[src/rtl/cache_pkg.sv]
// Shared constants and helpers for the tree pseudo-LRU state.
// Trees are carried at max width (15 bits) and walked up to 4 levels.
package cache_pkg;

  localparam int PLRU_MAX_ASSOC = 16;
  localparam int PLRU_TREE_W = PLRU_MAX_ASSOC - 1;

  typedef logic [PLRU_TREE_W-1:0] plru_tree_t;
  typedef logic [3:0] plru_way_t;

  // Follow the node bits from the root down to a leaf.
  function automatic plru_way_t plru_victim(
    input plru_tree_t tree,
    input int levels
  );
    int node;
    node = 0;
    for (int l = 0; l < 4; l++) begin
      if (l < levels) begin
        node = 2 * node + 1 + int'(tree[node]);
      end
    end
    return plru_way_t'(node - ((1 << levels) - 1));
  endfunction

  // Climb from the leaf; a left child (odd heap index)
  // makes its parent point right, and vice versa.
  function automatic plru_tree_t plru_update(
    input plru_tree_t tree,
    input plru_way_t way,
    input int levels
  );
    plru_tree_t t;
    int node;
    int parent;
    t = tree;
    node = int'(way) + (1 << levels) - 1;
    for (int l = 0; l < 4; l++) begin
      if (node != 0) begin
        parent = (node - 1) >> 1;
        t[parent] = node[0];
        node = parent;
      end
    end
    return t;
  endfunction

  function automatic plru_way_t lowest_zero(
    input logic [PLRU_MAX_ASSOC-1:0] mask
  );
    plru_way_t r;
    r = '0;
    for (int i = PLRU_MAX_ASSOC - 1; i >= 0; i--) begin
      if (!mask[i]) r = plru_way_t'(i);
    end
    return r;
  endfunction

endpackage

[src/rtl/cache_plru_array_if.sv]
// Query/update/victim bundle for the PLRU state array.
// master drives query and update, slave returns the victim.
interface cache_plru_array_if #(
  parameter int ASSOC_NUM = 4,
  parameter int SET_NUM = 64
);
  localparam int WAY_W = $clog2(ASSOC_NUM);
  localparam int IDX_W = $clog2(SET_NUM);

  logic query_valid;
  logic [IDX_W-1:0] query_index;
  logic [ASSOC_NUM-1:0] valid_mask;
  logic upd_en;
  logic [IDX_W-1:0] upd_index;
  logic [ASSOC_NUM-1:0] upd_access;
  logic victim_valid;
  logic [WAY_W-1:0] victim_way;
  logic [ASSOC_NUM-1:0] victim_onehot;

  modport master (
    output query_valid, query_index, valid_mask,
    output upd_en, upd_index, upd_access,
    input victim_valid, victim_way, victim_onehot
  );

  modport slave (
    input query_valid, query_index, valid_mask,
    input upd_en, upd_index, upd_access,
    output victim_valid, victim_way, victim_onehot
  );

endinterface

[src/rtl/plru_tree_node_logic.sv]
// Combinational next-state and victim for one PLRU tree.
// tree/access in; next_tree and victim of next_tree out.
module plru_tree_node_logic
  import cache_pkg::*;
#(
  parameter int ASSOC_NUM = 4,
  localparam int WAY_W = $clog2(ASSOC_NUM)
) (
  input  logic [ASSOC_NUM-2:0] tree,
  input  logic [ASSOC_NUM-1:0] access,
  output logic [WAY_W-1:0] victim,
  output logic [ASSOC_NUM-2:0] next_tree
);

  plru_tree_t t;
  plru_tree_t nt;
  plru_way_t way;

  always_comb begin
    t = '0;
    t[ASSOC_NUM-2:0] = tree;
    way = '0;
    // lowest set bit wins on a multi-hot access
    for (int i = ASSOC_NUM - 1; i >= 0; i--) begin
      if (access[i]) way = plru_way_t'(i);
    end
    nt = (|access) ? plru_update(t, way, WAY_W) : t;
    next_tree = nt[ASSOC_NUM-2:0];
    victim = WAY_W'(plru_victim(nt, WAY_W));
  end

endmodule

[src/rtl/cache_plru_array.sv]
// Per-set tree PLRU state with registered victim output.
// clk/resetn/clear plain; query, update and victim on bus.
module cache_plru_array
  import cache_pkg::*;
#(
  parameter int ASSOC_NUM = 4,
  parameter int SET_NUM = 64,
  localparam int WAY_W = $clog2(ASSOC_NUM)
) (
  input logic clk,
  input logic resetn,
  input logic clear,
  cache_plru_array_if.slave bus
);

  logic [ASSOC_NUM-2:0] state [SET_NUM];

  logic [ASSOC_NUM-2:0] upd_next;
  logic [WAY_W-1:0] upd_victim;
  logic [ASSOC_NUM-2:0] qry_next_unused;
  logic [WAY_W-1:0] qry_victim;

  logic fwd;
  logic [WAY_W-1:0] tree_victim;
  logic [WAY_W-1:0] victim_next;
  logic [PLRU_MAX_ASSOC-1:0] mask_ext;

  plru_tree_node_logic #(.ASSOC_NUM(ASSOC_NUM)) u_upd (
    .tree      (state[bus.upd_index]),
    .access    (bus.upd_access),
    .victim    (upd_victim),
    .next_tree (upd_next)
  );

  plru_tree_node_logic #(.ASSOC_NUM(ASSOC_NUM)) u_qry (
    .tree      (state[bus.query_index]),
    .access    ('0),
    .victim    (qry_victim),
    .next_tree (qry_next_unused)
  );

  // upd_victim is already the post-update victim of the
  // updated set, so a same-index query just reuses it.
  assign fwd = bus.upd_en &&
               (bus.upd_index == bus.query_index);

  always_comb begin
    tree_victim = fwd ? upd_victim : qry_victim;
    if (clear) tree_victim = '0;
    mask_ext = '1;
    mask_ext[ASSOC_NUM-1:0] = bus.valid_mask;
    victim_next = tree_victim;
    if (!(&bus.valid_mask)) begin
      victim_next = WAY_W'(lowest_zero(mask_ext));
    end
  end

  always_ff @(posedge clk or negedge resetn) begin
    if (!resetn) begin
      for (int s = 0; s < SET_NUM; s++) state[s] <= '0;
    end else if (clear) begin
      for (int s = 0; s < SET_NUM; s++) state[s] <= '0;
    end else if (bus.upd_en && (|bus.upd_access)) begin
      state[bus.upd_index] <= upd_next;
    end
  end

  always_ff @(posedge clk or negedge resetn) begin
    if (!resetn) begin
      bus.victim_valid <= 1'b0;
      bus.victim_way <= '0;
      bus.victim_onehot <= '0;
    end else begin
      bus.victim_valid <= bus.query_valid;
      if (bus.query_valid) begin
        bus.victim_way <= victim_next;
        bus.victim_onehot <= ASSOC_NUM'(1) << victim_next;
      end
    end
  end

endmodule

[src/flat_wrapper.sv]
// flat-port wrapper written by rule: the top's interface ports become plain ports
module cache_plru_array_flat import cache_pkg::*;
#(
  parameter int ASSOC_NUM = 4,
  parameter int SET_NUM = 64,
  localparam int WAY_W = $clog2(ASSOC_NUM)
)
  (clk, resetn, clear, bus_query_valid, bus_query_index, bus_valid_mask, bus_upd_en, bus_upd_index, bus_upd_access, bus_victim_valid, bus_victim_way, bus_victim_onehot);
  cache_plru_array_if #(.ASSOC_NUM(ASSOC_NUM), .SET_NUM(SET_NUM)) bus_i ();
  input logic clk;
  input logic resetn;
  input logic clear;
  input wire logic [$bits(bus_i.query_valid)-1:0] bus_query_valid;
  input wire logic [$bits(bus_i.query_index)-1:0] bus_query_index;
  input wire logic [$bits(bus_i.valid_mask)-1:0] bus_valid_mask;
  input wire logic [$bits(bus_i.upd_en)-1:0] bus_upd_en;
  input wire logic [$bits(bus_i.upd_index)-1:0] bus_upd_index;
  input wire logic [$bits(bus_i.upd_access)-1:0] bus_upd_access;
  output wire logic [$bits(bus_i.victim_valid)-1:0] bus_victim_valid;
  output wire logic [$bits(bus_i.victim_way)-1:0] bus_victim_way;
  output wire logic [$bits(bus_i.victim_onehot)-1:0] bus_victim_onehot;
  assign bus_i.query_valid = bus_query_valid;
  assign bus_i.query_index = bus_query_index;
  assign bus_i.valid_mask = bus_valid_mask;
  assign bus_i.upd_en = bus_upd_en;
  assign bus_i.upd_index = bus_upd_index;
  assign bus_i.upd_access = bus_upd_access;
  assign bus_victim_valid = bus_i.victim_valid;
  assign bus_victim_way = bus_i.victim_way;
  assign bus_victim_onehot = bus_i.victim_onehot;
  cache_plru_array #(.ASSOC_NUM(ASSOC_NUM), .SET_NUM(SET_NUM)) u_core (.clk(clk), .resetn(resetn), .clear(clear), .bus(bus_i));
endmodule
[config.mk]
export PLATFORM = sky130hd
export DESIGN_NAME = cache_plru_array_flat
export DESIGN_NICKNAME = d
export VERILOG_FILES = /design/src/rtl/cache_pkg.sv /design/src/rtl/cache_plru_array_if.sv /design/src/rtl/plru_tree_node_logic.sv /design/src/rtl/cache_plru_array.sv /design/src/flat_wrapper.sv
export SDC_FILE = /design/constraint.sdc
export NUM_CORES = 1
export LEC_CHECK = 0
export CORE_AREA = 2 2 142 144
export DETAILED_ROUTE_END_ITERATION = 10
export DIE_AREA = 0 0 144 146
export GPL_ROUTABILITY_DRIVEN = 0
export PLACE_DENSITY_LB_ADDON = 0.25
export SYNTH_ARGS = -nofsm -noshare
export SYNTH_HDL_FRONTEND = slang
export SYNTH_SLANG_ARGS = --single-unit
[constraint.sdc]
create_clock -name clk -period 3.75 [get_ports clk]
set_clock_uncertainty 0.2 [all_clocks]
set_input_delay 0.75 -clock clk [delete_from_list [all_inputs] [get_ports clk]]
set_output_delay 0.75 -clock clk [all_outputs]
set_load 0.005 [all_outputs]
* Yosys cells after proc, flatten, opt, wreduce, memory -nomap -nowiden
Index checks and enable logic that the tools add are counted. W data, S select, Z words.
Operators by class: shift operators 1, multiplexer cells 48, order comparisons 13, equality and inequality tests 1, add/sub/neg operators 14, reductions and logical operators 14, bitwise logic cells 2
Operators with widths (count):
- $mux W192 | 2
- $bwmux W192 | 1
- $reduce_bool A32 Y1 | 4
- $ge A31 B1 Y1 const B | 4
- $lt A31 B5 Y1 const B | 4
- $mux W32 | 3
- $sub A32 B2 Y32 const B | 3
- $mux W15 | 5
- $bwmux W15 | 4
- $bmux W3 S6 | 2
- $mux W2 | 11
- $demux W3 S6 | 1
- $demux W1 S4 | 4
- $mux W3 | 5
- $ge A7 B7 Y1 const B | 2
- $not A6 Y7 | 2
- $lt A2 B5 Y1 const B | 2
- $bmux W1 S4 | 2
- $mux W1 | 8
- $logic_and A1 B1 Y1 | 7
- $lt A7 B1 Y1 const B | 1
- $sub A6 B2 Y7 const B | 1
- $eq A6 B6 Y1 | 1
- $sub A5 B1 Y6 const B | 1
- other kinds (9) | 13
Storage, ports and cells: flip-flop bits (word level) 199, output and inout bits 7, input port bits 25, logic and storage cells 160

* Logic depth before layout (Yosys ltp)
depth in word-level cells 30, mapped depth 13, gate-level depth less buffers 9

* By module
From an unflattened synthesis, not the netlist that was laid out.
Unflattened totals: cell total of the unflattened synthesis 1278, area, all modules 12012.8 um^2
Modules (own cells, without submodules):
- cache_plru_array | instances 1, area an instance 11850.1 um^2, cells each 1260
- plru_tree_node_logic | instances 2, area an instance 81.3 um^2, cells each 9

* Worst setup path after synthesis
OpenSTA, ideal clock, no wires.
path type input to register, start point input port bus_query_index[1], end point register u_core.bus.victim_onehot[1], slack 0.547 ns, path buffers 3, arrival 2.882 ns, stages 10, cell sequence buf_4 buf_2 buf_2 mux4_2 mux2_2 a2111oi_0 mux2i_1 o311ai_1 a2bb2oi_2 a22o_1
Between the ends: longest elaborated chain between the ends 14
Ends and longest elaborated chain:
- from (decl) | line flat_wrapper.sv:14 | input wire logic [$bits(bus_i.query_index)-1:0] bus_query_index;
- $not A6 Y7 (implied by the code) | line cache_plru_array.sv:36 | .tree (state[bus.query_index]),
- $bmux W3 S6 | line cache_plru_array.sv:36
- $mux W3 (implied by the code) (2 in series) | line cache_plru_array.sv:36
- $add A1 B1 Y2 | line cache_pkg.sv:20 | node = 2 * node + 1 + int'(tree[node]);
- $bmux W1 S4 | line cache_pkg.sv:20
- $mux W1 (implied by the code) (2 in series) | line cache_pkg.sv:20
- $add A2 B1 Y2 | line cache_pkg.sv:20
- $sub A2 B2 Y2 | line cache_pkg.sv:23 | return plru_way_t'(node - ((1 << levels) - 1));
- $mux W2 (*) | line cache_plru_array.sv:48 | tree_victim = fwd ? upd_victim : qry_victim;
- $mux W2 (*) | line cache_plru_array.sv:49 | if (clear) tree_victim = '0;
- $mux W2 (*) | line cache_plru_array.sv:53 | if (!(&bus.valid_mask)) begin
- $shl A1 B2 Y4 (*) | line cache_plru_array.sv:77 | bus.victim_onehot <= ASSOC_NUM'(1) << victim_next;
- to (signal assigned) | line cache_plru_array.sv:77
- to (decl) | line cache_plru_array_if.sv:29 | output victim_valid, victim_way, victim_onehot
Every way passes the cells marked *; elsewhere a longest branch is shown, timed or not. The select of a mux whose other input is x is not followed. A chain may end at the register's enable or synchronous reset.

* Final worst setup path
start point input port bus_upd_index[2], end point register u_core.bus.victim_onehot[2]
Between the ends: longest elaborated chain between the ends 23
Ends and longest elaborated chain:
- from (decl) | line flat_wrapper.sv:17 | input wire logic [$bits(bus_i.upd_index)-1:0] bus_upd_index;
- $not A6 Y7 (implied by the code) | line cache_plru_array.sv:29 | .tree (state[bus.upd_index]),
- $bmux W3 S6 | line cache_plru_array.sv:29
- $mux W3 (implied by the code) (2 in series) | line cache_plru_array.sv:29
- $bwmux W15 | line cache_pkg.sv:41 | t[parent] = node[0];
- $mux W15 | line cache_pkg.sv:39 | if (node != 0) begin
- $bwmux W15 | line cache_pkg.sv:41
- $mux W15 | line cache_pkg.sv:39
- $bwmux W15 | line cache_pkg.sv:41
- [... 5 more ...]
- $bmux W1 S4 | line cache_pkg.sv:20
- $mux W1 (implied by the code) (2 in series) | line cache_pkg.sv:20
- $add A2 B1 Y2 | line cache_pkg.sv:20
- $sub A2 B2 Y2 | line cache_pkg.sv:23
- $mux W2 (*) | line cache_plru_array.sv:48
- $mux W2 (*) | line cache_plru_array.sv:49
- $mux W2 (*) | line cache_plru_array.sv:53
- $shl A1 B2 Y4 (*) | line cache_plru_array.sv:77
Marks and branches as above.

==> results by stage <==
Outcome:
- The run finished with clean final reports.

STA:
- The period utilization is 0.906.
- The worst pin sits at a relative slew slack of 0.475.
- The worst-margin pin slew is 0.788 ns.
- The final setup violation count is 0.
- For the finished layout, the period the worst path requires is 3.40 ns.
- The number of pins exceeding their max-slew limit in the final report is 0.
- In the final timing run, aggregate negative setup slack is 0 ns.
- The achievable frequency is 0.294 GHz.
- The final number of hold-violating endpoints is 0.
- Setup repair after global routing left no endpoint under its margin.

Detailed routing:
- The total wirelength of the detailed-routed design is 36,100 um.
- After detailed routing, the average wire length per cell comes to 25.7 um.
- The amount of wire on met3 after detailed routing is 3550 um.
- The detailed router's first-iteration violation count is 1,198.
- In the detailed route, the total length drawn on met2 is 16,300 um.
- After detailed routing, the number of remaining DRC violations is 0.
- The via count of the routed design is 10,000.
- The via-per-instance ratio is 7.14.
- The first-pass iteration count of the detailed router is 6.
- For this block, wires on met1 add up to 14,400 um.
- The highest metal layer with signal wires is met4.
- Once detail routing completed, the nets flagged for antenna violations numbered 0.

Layout:
- Once layout is complete, the utilization of the core stands at 0.699.
- The repair_antennas step left the layout with diodes totalling 0.
- For this run, the post-layout net count is 1,152.
- The count of placed standard cells in the final layout, fillers left out is 1,405.
- In the final layout, the share of cells above drive strength 1 is 0.282.
- The commonest non-fill, non-tap cell in the layout is nor2_1.
- Relative to the synthesized area, the layout overhead comes to 11.2%.
- In the layout the commonest cells are 269 x nor2_1, 199 x dfrtp_1, 120 x a211oi_2.

Clock tree:
- CTS saw 199 sinks.
- In this run the post-CTS setup repair buffer count came out at 0.
- The number of buffers added to fix hold violations after cts is 0.
- The number of instances resized during post-cts repair is 0.
- The H-tree was split into 4 levels.
- Buffers inserted during clock tree synthesis total 17.
- TritonCTS built the clock tree.
- The later pin in the worst-skew pair is clocked with a latency of 0.45 ns.
- The root buffer selected by CTS is clkbuf_16.
- The maximum buffer depth of the clock tree is 2.
- The clock-pin slew reported for the worst setup and hold paths after clock tree synthesis is 0.07 ns.

Global route:
- The overall routing resource usage is 0.359.
- The initial antenna violation count is 0.
- The number of global-route vias before repair is 9,765.
- The total overflow left after global routing is 0.
- The wire length of the first global-routing pass is 57,200 um.
- The largest net degree at the start of global routing is 111.

Synth:
- The Yosys step of the flow raised 0 warnings.
- When the netlist entered floorplanning its net count stood at 1,123.
- The number of register bits inferred by synthesis is 199.
- The predominant post-synthesis flop cell is dfrtp_1.
- The number of enable-type register cells in the synthesized netlist is 0.
- The post-synthesis sequential area ratio is 0.410.
- Of the total synthesized cell area, the portion taken by AND, OR, NAND and NOR gates is 0.137.
- The xor/xnor share of the synthesized area is 0.00433.
- The average size of a mapped cell is 11.1 sq um.
- The fraction of synthesized area in multiplexers is 0.169.
- The synthesized netlist occupies a cell area of 0.0121 sq mm.
- Of the total synthesized cell area, the portion taken by full adders, half adders and majority gates is 0.
- After technology mapping, the gate count stands at 1,098.
- The count of cell types in the netlist is 72.
- The proportion of register bits with asynchronous set or reset after synthesis is 1.00.
- By area, the combinational part of the netlist is dominated by compound AO/OA/AOI/OAI gates.
- The fraction of the mapped netlist area in compound gates was 0.233.

Setup path:
- The worst setup path is launched from an input pin.
- The slowest stage of the critical path is the o41ai_1 cell.
- The critical path goes through buf_2 > buf_4 > or3b_2 > a21oi_1 > o41ai_1 > a21oi_1 > o31a_2 > mux2_4 > o311ai_4 > nor3b_2.
- The arrival time at the worst endpoint is 3.56 ns.
- The setup path with the least slack is of type input pin to register.
- STA puts the critical path data required time at 3.91 ns.
- The critical path capture point type is a register.
- In this run the worst path has a maximum fanout of 26.
- The cell type with the highest occurrence count on the critical path is a21oi_1.
- For this run, the slowest stage of the critical path takes 0.56 ns.
- The combined buffer and inverter count along the critical path is 2.
- The dominant delay contributor by cell family on the critical path is compound AO/OA/AOI/OAI gates.

Die:
- The floorplan has 51 rows.
- The die is 146 um tall.
- 32 I/O pins were placed.
- The x dimension of the die is 144 um.
- The core footprint is 0.0193 sq mm.
- The floorplan step defined a die boundary enclosing 0.0210 sq mm.
- The initial standard-cell utilization of the core is 0.628.

Job:
- Max-cap violations in this run came to 0.

Power:
- The share of total power dissipated in sequential elements is 0.467.
- VDD sags by at most 0.317 mV.
- Dividing total power by cell area gives a power density of 347 mW/mm^2.
- The internal power consumption is 3380 uW.
- The power spent charging and discharging nets is 1310 uW.
- The share of total power dissipated in combinational logic is 0.148.
- For this design the static power due to leakage is 0.00508 uW.
- The switching part of the total is 0.279.
- The part of the total power dissipated in the clock network is 0.386.

Hold path:
- The type of the most critical hold path is input pin to async pin.

Place:
- The port buffer count is 31.
- After legalization and detailed placement, the total HPWL measured 24,800 um.
- The total instance count after detailed placement is 1,373.
[final timing paths]
check | start | to | slack, ns | cells after the start
worst max-delay path | bus_upd_index[2] | u_core.bus.victim_onehot[2] | 0.35 | 10
worst min-delay path | resetn | u_core.state[172] | 0.20 | 1
worst max register to register | u_core.state[90] | u_core.bus.victim_onehot[2] | 0.79 | 8
worst min register to register | u_core.bus.victim_way[0] | u_core.bus.victim_way[0] | 0.30 | 1
max in group asynchronous | resetn | u_core.state[17] | 2.42 | 2
min in group clk | u_core.bus.victim_way[0] | u_core.bus.victim_way[0] | 0.30 | 1
[synthesized netlist by cell type (all sizes together), types with 6 or more instances]
master | instances | area share
o21ai | 7 | 0.0029
nor3 | 8 | 0.0033
or2 | 6 | 0.0031
nor2b | 10 | 0.0052
mux2i | 29 | 0.024
nand2b | 6 | 0.0031
xnor2 | 6 | 0.0043
clkbuf | 28 | 0.0090
mux2 | 19 | 0.018
buf | 54 | 0.034
o22ai | 13 | 0.0067
mux4 | 68 | 0.13
dfrtp | 199 | 0.41
inv | 11 | 0.0034
a21oi | 9 | 0.0040
o221ai | 13 | 0.0094
nor2 | 269 | 0.083
nand2 | 46 | 0.014
nand3 | 15 | 0.0062
a211oi | 199 | 0.17
[final cells by class]
cell class / count / area, sq um
multi-input cells: 805 / 6620
flip-flops and latches: 199 / 4980
fillers: 1405 / 5830
well taps: 265 / 332
repair buffers: 92 / 971
inverters: 12 / 45.0
clock buffers: 23 / 468
clock inverters: 9 / 93.8
[layer usage]
layer	vias up	track usage
li1	4228	-
met1	4985	0.511
met2	661	0.532
met3	164	0.0714
met4	0	0.169
met5	-	0
[power groups by stage]
stage          combinational (uW)  clock [uW]  sequential, uW
3_3_place_gp                  670           0            2220
5_1_grt                       729        1900            2180
2_1_floorplan                 422           0            2220
6_report                      692        1810            2180
4_1_cts                       680        1810            2180
3_5_place_dp                  676           0            2220
[metrics by stage]
stage / hold slack (ns) / instance area, sq um / power [uW] / setup slack [ns]
after global placement: 0.268 / 12900 / 2890 / 0.122
after global routing: 0.253 / 13500 / 4810 / 0.225
final: 0.199 / 13500 / 4680 / 0.354
after detailed placement: 0.290 / 12900 / 2900 / 0.0344
after CTS: 0.220 / 13500 / 4670 / 0.471
after floorplan: 0.254 / 12100 / 2640 / 0.547
[flip-flops by register name, indices dropped and copies added (netlist names)]
| signal | count |
|---|---|
| u_core.bus.victim_onehot | 4 |
| u_core.bus.victim_valid | 1 |
| u_core.bus.victim_way | 2 |
| u_core.state | 192 |
[cell families (layout without fill, tap and decap cells)]
| family | Yosys count | in the layout |
|---|---|---|
| xor+xnor | 6 | 6 |
| simple gates | 391 | 391 |
| flops | 199 | 199 |
| buf+inv | 94 | 136 |
| compound gates | 292 | 292 |
| mux | 116 | 116 |
Note: power is estimated with default switching activity, not from simulation.
